[src/rtl/ibus_uncached_responder_pkg.sv]
// Shared CPU types and AXI constants used by the uncached instruction-fetch responder.
package ibus_uncached_responder_pkg;

  typedef logic [31:0] phys_t;
  typedef logic [31:0] uint32_t;

  localparam logic [2:0] AXI_SIZE_WORD  = 3'b010;
  localparam logic [7:0] AXI_LEN_SINGLE = 8'd0;

  typedef enum logic [1:0] {
    IDLE = 2'd0,
    ADDR = 2'd1,
    DATA = 2'd2,
    DONE = 2'd3
  } ibus_resp_state_t;

  function automatic phys_t word_align(input phys_t addr);
    return {addr[31:2], 2'b00};
  endfunction

endpackage

[src/rtl/ibus_uncached_responder_if.sv]
// Fetch-side request/response handshake plus the AXI AR/R channels it is served through.
interface ibus_uncached_responder_if #(
  parameter int ID_WIDTH = 4
);
  import ibus_uncached_responder_pkg::*;

  logic                ibus_read;
  phys_t               ibus_addr;
  logic                ibus_flush;
  logic                ibus_stall;
  logic                ibus_ready;
  logic                ibus_valid;
  uint32_t             ibus_rddata;

  logic [ID_WIDTH-1:0] mem_arid;
  phys_t               mem_araddr;
  logic [7:0]          mem_arlen;
  logic [2:0]          mem_arsize;
  logic                mem_arvalid;
  logic                mem_arready;
  logic                mem_rvalid;
  uint32_t             mem_rdata;
  logic                mem_rready;

  // slave: the responder; master: fetch stage and AXI fabric around it
  modport slave (
    input  ibus_read, ibus_addr, ibus_flush, ibus_stall,
    output ibus_ready, ibus_valid, ibus_rddata,
    output mem_arid, mem_araddr, mem_arlen, mem_arsize, mem_arvalid, mem_rready,
    input  mem_arready, mem_rvalid, mem_rdata
  );

  modport master (
    output ibus_read, ibus_addr, ibus_flush, ibus_stall,
    input  ibus_ready, ibus_valid, ibus_rddata,
    input  mem_arid, mem_araddr, mem_arlen, mem_arsize, mem_arvalid, mem_rready,
    output mem_arready, mem_rvalid, mem_rdata
  );

endinterface

[src/rtl/ibus_uncached_responder.sv]
// Serves one instruction fetch at a time through a single-beat AXI read, with flush and stall.
//
// state | meaning
// IDLE  | no request outstanding, ready for a fetch
// ADDR  | AR presented, waiting for mem_arready
// DATA  | waiting for the R beat (discarded if drop is set)
// DONE  | response held on ibus_rddata until consumed or flushed
module ibus_uncached_responder
  import ibus_uncached_responder_pkg::*;
#(
  parameter int                  ID_WIDTH = 4,
  parameter logic [ID_WIDTH-1:0] AR_ID    = '0
) (
  input logic                      clk,
  input logic                      rst,
  ibus_uncached_responder_if.slave bus
);

  ibus_resp_state_t state_q, state_nxt;
  logic             drop_q, drop_nxt;
  phys_t            addr_q, addr_nxt;
  uint32_t          rddata_q, rddata_nxt;
  logic             ready;
  logic             accept;

  always_ff @(posedge clk or posedge rst) begin
    if (rst) begin
      state_q  <= IDLE;
      drop_q   <= 1'b0;
      addr_q   <= '0;
      rddata_q <= '0;
    end else begin
      state_q  <= state_nxt;
      drop_q   <= drop_nxt;
      addr_q   <= addr_nxt;
      rddata_q <= rddata_nxt;
    end
  end

  // A flush in DONE retires the held word, so the slot is free for a same-cycle request.
  always_comb begin
    ready = 1'b0;
    case (state_q)
      IDLE:    ready = 1'b1;
      DONE:    ready = bus.ibus_flush | ~bus.ibus_stall;
      default: ready = 1'b0;
    endcase
  end

  assign accept = ready & bus.ibus_read;

  always_comb begin
    state_nxt  = state_q;
    drop_nxt   = drop_q;
    addr_nxt   = addr_q;
    rddata_nxt = rddata_q;
    case (state_q)
      IDLE: begin
        if (accept) state_nxt = ADDR;
      end
      ADDR: begin
        if (bus.ibus_flush) drop_nxt = 1'b1;
        if (bus.mem_arready) state_nxt = DATA;
      end
      DATA: begin
        if (bus.ibus_flush) drop_nxt = 1'b1;
        if (bus.mem_rvalid) begin
          if (drop_q || bus.ibus_flush) begin
            state_nxt = IDLE;
          end else begin
            rddata_nxt = bus.mem_rdata;
            state_nxt  = DONE;
          end
        end
      end
      DONE: begin
        if (accept) state_nxt = ADDR;
        else if (ready) state_nxt = IDLE;
      end
      default: state_nxt = IDLE;
    endcase
    if (accept) begin
      addr_nxt = word_align(bus.ibus_addr);
      drop_nxt = 1'b0;
    end
  end

  assign bus.ibus_ready  = ready;
  assign bus.ibus_valid  = (state_q == DONE) & ~bus.ibus_flush;
  assign bus.ibus_rddata = rddata_q;

  assign bus.mem_arid    = AR_ID;
  assign bus.mem_araddr  = addr_q;
  assign bus.mem_arlen   = AXI_LEN_SINGLE;
  assign bus.mem_arsize  = AXI_SIZE_WORD;
  assign bus.mem_arvalid = (state_q == ADDR);
  assign bus.mem_rready  = (state_q == DATA);

endmodule
[src/flat_wrapper.sv]
// flat-port wrapper written by rule: the top's interface ports become plain ports
module ibus_uncached_responder_flat import ibus_uncached_responder_pkg::*;
#(
  parameter int                  ID_WIDTH = 4,
  parameter logic [ID_WIDTH-1:0] AR_ID    = '0
)
  (clk, rst, bus_ibus_read, bus_ibus_addr, bus_ibus_flush, bus_ibus_stall, bus_ibus_ready, bus_ibus_valid, bus_ibus_rddata, bus_mem_arid, bus_mem_araddr, bus_mem_arlen, bus_mem_arsize, bus_mem_arvalid, bus_mem_rready, bus_mem_arready, bus_mem_rvalid, bus_mem_rdata);
  ibus_uncached_responder_if #(.ID_WIDTH(ID_WIDTH)) bus_i ();
  input logic clk;
  input logic rst;
  input wire logic [$bits(bus_i.ibus_read)-1:0] bus_ibus_read;
  input wire logic [$bits(bus_i.ibus_addr)-1:0] bus_ibus_addr;
  input wire logic [$bits(bus_i.ibus_flush)-1:0] bus_ibus_flush;
  input wire logic [$bits(bus_i.ibus_stall)-1:0] bus_ibus_stall;
  output wire logic [$bits(bus_i.ibus_ready)-1:0] bus_ibus_ready;
  output wire logic [$bits(bus_i.ibus_valid)-1:0] bus_ibus_valid;
  output wire logic [$bits(bus_i.ibus_rddata)-1:0] bus_ibus_rddata;
  output wire logic [$bits(bus_i.mem_arid)-1:0] bus_mem_arid;
  output wire logic [$bits(bus_i.mem_araddr)-1:0] bus_mem_araddr;
  output wire logic [$bits(bus_i.mem_arlen)-1:0] bus_mem_arlen;
  output wire logic [$bits(bus_i.mem_arsize)-1:0] bus_mem_arsize;
  output wire logic [$bits(bus_i.mem_arvalid)-1:0] bus_mem_arvalid;
  output wire logic [$bits(bus_i.mem_rready)-1:0] bus_mem_rready;
  input wire logic [$bits(bus_i.mem_arready)-1:0] bus_mem_arready;
  input wire logic [$bits(bus_i.mem_rvalid)-1:0] bus_mem_rvalid;
  input wire logic [$bits(bus_i.mem_rdata)-1:0] bus_mem_rdata;
  assign bus_i.ibus_read = bus_ibus_read;
  assign bus_i.ibus_addr = bus_ibus_addr;
  assign bus_i.ibus_flush = bus_ibus_flush;
  assign bus_i.ibus_stall = bus_ibus_stall;
  assign bus_ibus_ready = bus_i.ibus_ready;
  assign bus_ibus_valid = bus_i.ibus_valid;
  assign bus_ibus_rddata = bus_i.ibus_rddata;
  assign bus_mem_arid = bus_i.mem_arid;
  assign bus_mem_araddr = bus_i.mem_araddr;
  assign bus_mem_arlen = bus_i.mem_arlen;
  assign bus_mem_arsize = bus_i.mem_arsize;
  assign bus_mem_arvalid = bus_i.mem_arvalid;
  assign bus_mem_rready = bus_i.mem_rready;
  assign bus_i.mem_arready = bus_mem_arready;
  assign bus_i.mem_rvalid = bus_mem_rvalid;
  assign bus_i.mem_rdata = bus_mem_rdata;
  ibus_uncached_responder #(.ID_WIDTH(ID_WIDTH), .AR_ID(AR_ID)) u_core (.clk(clk), .rst(rst), .bus(bus_i));
endmodule
[config.mk]
export PLATFORM = sky130hd
export DESIGN_NAME = ibus_uncached_responder_flat
export DESIGN_NICKNAME = d
export VERILOG_FILES = /design/src/rtl/ibus_uncached_responder_pkg.sv /design/src/rtl/ibus_uncached_responder_if.sv /design/src/rtl/ibus_uncached_responder.sv /design/src/flat_wrapper.sv
export SDC_FILE = /design/constraint.sdc
export NUM_CORES = 1
export LEC_CHECK = 0
export ABC_AREA = 1
export BUFFER_PORTS_ARGS = -buffer_cell sky130_fd_sc_hd__buf_2
export CAP_MARGIN = 15
export CELL_PAD_IN_SITES_DETAIL_PLACEMENT = 2
export CELL_PAD_IN_SITES_GLOBAL_PLACEMENT = 2
export CORE_ASPECT_RATIO = 1.25
export CORE_MARGIN = 8
export CORE_UTILIZATION = 28
export CTS_CLUSTER_DIAMETER = 80
export DETAILED_ROUTE_END_ITERATION = 10
export PLACE_DENSITY = 0.91
export REMOVE_ABC_BUFFERS = 1
export SKIP_LAST_GASP = 1
export SYNTH_ARGS = -nofsm -noshare
export SYNTH_HDL_FRONTEND = slang
export SYNTH_SLANG_ARGS = --single-unit
[constraint.sdc]
create_clock -name clk -period 3.1 [get_ports clk]
set_clock_uncertainty 0.05 [all_clocks]
set_input_delay 0.155 -clock clk [delete_from_list [all_inputs] [get_ports clk]]
set_output_delay 0.155 -clock clk [all_outputs]
set_load 0.05 [all_outputs]
# --- Word-level counts from Yosys, hierarchy flattened ---
# Cells that the tools add are included.
op_classes:
  n_eq_ne: 7
  mux: 11
  bitwise_logic: 6
  reduce_logical: 8
op_table:
  columns: ["operator", "n"]
  rows:
  - ["2-bit two-way mux", 6]
  - ["2-bit case mux with 4 select lines", 1]
  - ["2-bit by 1-bit != test with 1-bit output (second input constant)", 3]
  - ["2-bit == test (second input constant)", 2]
  - ["4-bit AND reduction", 1]
  - ["2-bit nonzero test", 2]
  - ["1-bit two-way mux", 3]
  - ["3-bit by 1-bit != test with 1-bit output (second input constant)", 1]
  - ["1-bit inverter", 3]
  - ["3-bit AND reduction", 1]
  - ["1-bit bitwise AND", 2]
  - ["2-bit by 1-bit == test with 1-bit output (second input constant)", 1]
  - ["2-bit logical NOT", 1]
  - ["1-bit case mux with 2 select lines", 1]
  - ["2-bit AND reduction", 1]
  - ["2-bit OR reduction", 1]
  - ["1-bit logical OR", 1]
  - ["1-bit bitwise OR", 1]
totals:
  register_bits: 65
  in_bits: 71
  out_inout_bits: 83
  elab_cells: 36

# --- Depth between registers and ports, before layout ---
depth:
  word_depth: 6
  ltp_mapped: 10
  depth_no_buf: 10

# --- Worst setup path after synthesis ---
# OpenSTA, ideal clock, no wires.
synth_timing:
  path_type: "register to register"
  from: "reg u_core.state_q[0]"
  to: "reg u_core.rddata_q[0] (netlist: u_core.bus.ibus_rddata[0])"
  setup_ps: 125
  arrival_ps: 1685
  required_time_ps: 2925
  path_slack_ps: 1240
  path_stages_with_launch: 6
  path_buffers: 1
  synth_period_minus_slack_ps: 1860
  path_cell_list: "dfrtp_1 inv_1 ha_1 nand3_4 buf_6 mux2_4"
synth_between:
  elab_chain_cells: 2
synth_lines:
  columns: ["element", "line_no", "text"]
  rows:
  - ["from (decl)", "ibus_uncached_responder.sv:19", "ibus_resp_state_t state_q, state_nxt;"]
  - ["from (signal assigned)", "ibus_uncached_responder.sv:33", "state_q <= state_nxt;"]
  - ["2-bit == test", null, null]
  - ["via bus_mem_rready", "flat_wrapper.sv:23", "output wire logic [$bits(bus_i.mem_rready)-1:0] bus_mem_rready;"]
  - ["3-bit AND reduction (no line)", null, null]
  - ["to (signal assigned)", "ibus_uncached_responder.sv:36", "rddata_q <= rddata_nxt;"]
  - ["to (decl)", "ibus_uncached_responder.sv:22", "uint32_t rddata_q, rddata_nxt;"]
# The timed path passes the listed nets, and every way through them passes these cells.
# A chain may end at the register's enable or synchronous reset.

# --- Worst setup path in the final report ---
layout_timing:
  from: "reg u_core.state_q[0]"
  to: "out bus_ibus_ready"
layout_between:
  elab_chain_cells: 2
  word_cells_on_any_way: 3
  cone_classes: "1 x eq/ne; 1 x mux; 1 x reduce/logical"
layout_lines:
  columns: ["element", "line_no", "text"]
  rows:
  - ["2-bit == test or 2-bit logical NOT (tied branches)", "ibus_uncached_responder.sv:43", "case (state_q)"]
  - ["1-bit case mux with 2 select lines (*)", "ibus_uncached_responder.sv:43", null]
  - ["to (decl)", "flat_wrapper.sv:15", "output wire logic [$bits(bus_i.ibus_ready)-1:0] bus_ibus_ready;"]
# Mark *: on every way between the ends. The rest lies on a longest branch, timed or not.

==> metrics.md <==
| Metric | Value |
|---|---|
| Worst rel slew slack | `35.8%` |
| CTS root buf | `clkbuf_16` |
| Grt ovf | `0` |
| I/O pins | `154` |
| Clock Sinks | `65` |
| Mux cell area share after synthesis | `15.9%` |
| Worst VDD drop | `436 µV` |
| Starting Density | `28.4%` |
| Slowest cell on the critical path | `dfrtp_1` |
| Final core occ | `37.9%` |
| Area leader, netlist | `dfrtp_1` |
| Layout cells sized above 1 | `46.3%` |
| Clk slew on worst S/H paths | `0.05 ns` |
| Arrival time of the worst setup path | `1.96 ns` |
| Non-Filler Instances | `538` |
| Area delta synth->final | `33.5%` |
| Cell Pwr Density | `1340 mW/mm²` |
| Initial antenna violation count | `0` |
| GRT met2 Usage | `22.8%` |
| WS Path Type | `flop to output pin` |
| Post-Synth XOR/XNOR Area | `0%` |
| Drt pass-1 iters | `4` |
| Max Fanout on Critical Path | `16` |
| Main combinational cell family by area after synthesis | `simple AND/OR/NAND/NOR gates` |
| FF/Latch Area | `0.00163 mm²` |
| Max Slew Vio Count | `0` |
| Sequential-to-total area share from yosys stat | `54.8%` |
| Final Wtd Congestion | `0.725` |
| Final Hold Vio Count | `0` |
| PortBufs | `134` |
| NumNets Final | `477` |
| Critical path required time | `2.89 ns` |
| Worst reg2reg path depth | `4` |
| DP HPWL | `7250 µm` |
| Fillers | `1179` |
| Yosys cell types | `22` |
| GRT Util Overall | `13.4%` |
| Unrepaired setup endpoints after global routing | `no` |
| Max clock buf depth | `2` |
| CP startpoint kind | `flop` |
| PostCTS Resize Cnt | `0` |
| HP Class | `primary input to async pin` |
| Vias per cell | `4.41` |
| Post-synthesis adder-cell area fraction | `1.69%` |
| Post-Syn Area per Cell | `11.3 µm²` |
| Synthesized area | `0.00297 mm²` |
| First-pass GRT wire length | `14600 µm` |
| Routing usage on met1 | `14.2%` |
| Final Critical Period | `2.17 ns` |
| Worst slew pin tran | `0.962 ns` |
| TNS Setup | `0 ns` |
| N_diodes | `0` |
| Yosys reg bits | `65` |
| Placed insts | `517` |
| Simple-gate portion of the synthesized area | `16.7%` |
| Final setup violation count | `0` |
| Leakage Power | `2.31 nW` |
| Crit-path cells | `inv_1 > ha_1 > inv_1 > nand2_1 > inv_2 > buf_2` |
| Multi-input gate area | `0.00110 mm²` |
| Die W | `108 µm` |
| DRT Wirelength | `9510 µm` |
| Vias | `2371` |
| FMAX | `461 MHz` |
| CTS Buf Count | `9` |
| Initial DRC count | `66` |
| H-tree levels | `3` |
| Final period util | `69.9%` |
| Compound-Gate Fraction of Synth Area | `0.717%` |
| Crit. End Element | `output pin` |
| Wire per inst | `17.7 µm` |
| Total die area | `0.0142 mm²` |
| CTS tree | `yes` |
| Worst path most repeated cell | `inv_1` |
| Top post-synthesis cells by area | `dfrtp_1 (55%), mux2_4 (15%), nand2_1 (9.4%), nand3_1 (5.2%), buf_4 (4.6%)` |
| Rows | `42` |
| Synthesized instance count | `263` |
| Top-area cell type share of the netlist area | `54.8%` |
| Final ANT Viol Nets | `0` |
| Critical Path Max Stage Delay | `0.42 ns` |
| DRC errors left | `0` |
| Worst-Skew Late Latency | `0.32 ns` |
| Met3 Usage GRT | `5.72%` |
| Status | `finished clean` |
| Die Y | `131 µm` |
| Synth Warn # | `0` |
| Largest net degree at the start of global routing | `46` |
| Max Cap Viol | `0` |
| Core Area | `0.0105 mm²` |
| Vias in the first global route | `2874` |
| Global route hottest layer | `met2` |
==> per-stage QoR <==
step,worst slack [ns],hold WS [ns],instance area [µm²],power (mW)
2_1_floorplan,0.915,0.250,2780,3.65
3_3_place_gp,1.15,0.333,3640,4.33
3_5_place_dp,1.07,0.342,3640,4.46
4_1_cts,0.867,0.000110,3960,5.41
5_1_grt,0.800,0.00662,3960,5.64
6_report,0.933,0.00633,3960,5.32
==> worst max-delay path, delay by kind of cell (launching register included) <==
family | cells | cell delay (ns)
fa+ha+maj | 1 | 0.34
buf+inv | 4 | 0.77
flops | 1 | 0.42
simple gates | 1 | 0.10
==> cells by family (layout without fill, tap and decap cells) <==
logic type,count (synthesis),count (layout)
compound gates,4,4
fa+ha+maj,4,4
buf+inv,43,171
flops,65,65
mux,32,32
other cells,2,17
simple gates,113,113
==> power by group <==
group,switching (mW),total [mW],internal (mW),leakage (nW)
sequential,0.221,1.46,1.24,0.817
clock,0.351,0.906,0.555,0.128
combinational,2.21,2.95,0.746,1.37
==> layer usage <==
layer / share of wire, % / up-vias
met5: 0 / -
met4: 1.4 / 0
met3: 11 / 11
met2: 50 / 105
met1: 37 / 1169
li1: - / 1086
==> state kept, by name, indices dropped and copies added (netlist names) <==
name and cells:
u_core.bus.ibus_rddata 32, u_core.bus.mem_araddr 30, u_core.drop_q 1, u_core.state_q 2
==> area by class of cell <==
class                   count  share of cell area (%)
well taps                 132                    4.17
clock inverters             3                   0.442
clock buffers              12                    6.22
inverters                  13                    1.23
repair buffers            143                    19.0
flip-flops and latches     65                    41.1
multi-input cells         170                    27.9
==> what timing repair did <==
action	4_1_cts	5_1_grt
endpoints found under the hold margin	6	0
setup buffers	0	0
hold buffers	6	0
==> synthesized netlist by cell type <==
cell,instances
buf_6,8
nand3b_1,1
dfrtp_1,65
inv_1,12
o22ai_1,1
buf_4,18
nand2_4,1
o21ai_0,3
inv_2,1
nand2_1,74
nand3_1,31
nand4_1,1
nor2_1,2
clkbuf_1,1
nand3_4,1
mux2_2,2
nand2_2,1
mux2_4,30
conb_1,2
nor2_2,1
buf_2,3
ha_1,4
==> cell usage in the layout (no fill, tap or decap), drive strengths merged <==
cell type,netlist,final
nand3b,1,1
clkinvlp,0,1
o22ai,1,1
conb,2,17
dfrtp,65,65
clkinv,0,2
dlygate4sd3,0,6
o21ai,3,3
ha,4,4
clkbuf,1,12
nand3,32,32
inv,13,13
nand2,76,76
nand4,1,1
nor2,3,3
buf,29,137
mux2,32,32
==> path summary, 6_finish.rpt <==
check,from,end,slack [ns]
max reg2reg,u_core.state_q[0],u_core.bus.ibus_rddata[1],1.09
min reg2reg,u_core.bus.mem_araddr[21],u_core.bus.mem_araddr[21],0.41
max in group asynchronous,rst,u_core.bus.ibus_rddata[15],2.25
min,rst,u_core.bus.ibus_rddata[29],0.006
min in group clk,bus_ibus_addr[27],u_core.bus.mem_araddr[27],0.01
max,u_core.state_q[0],bus_ibus_ready,0.93
Note: power is estimated with default switching activity, not from simulation.
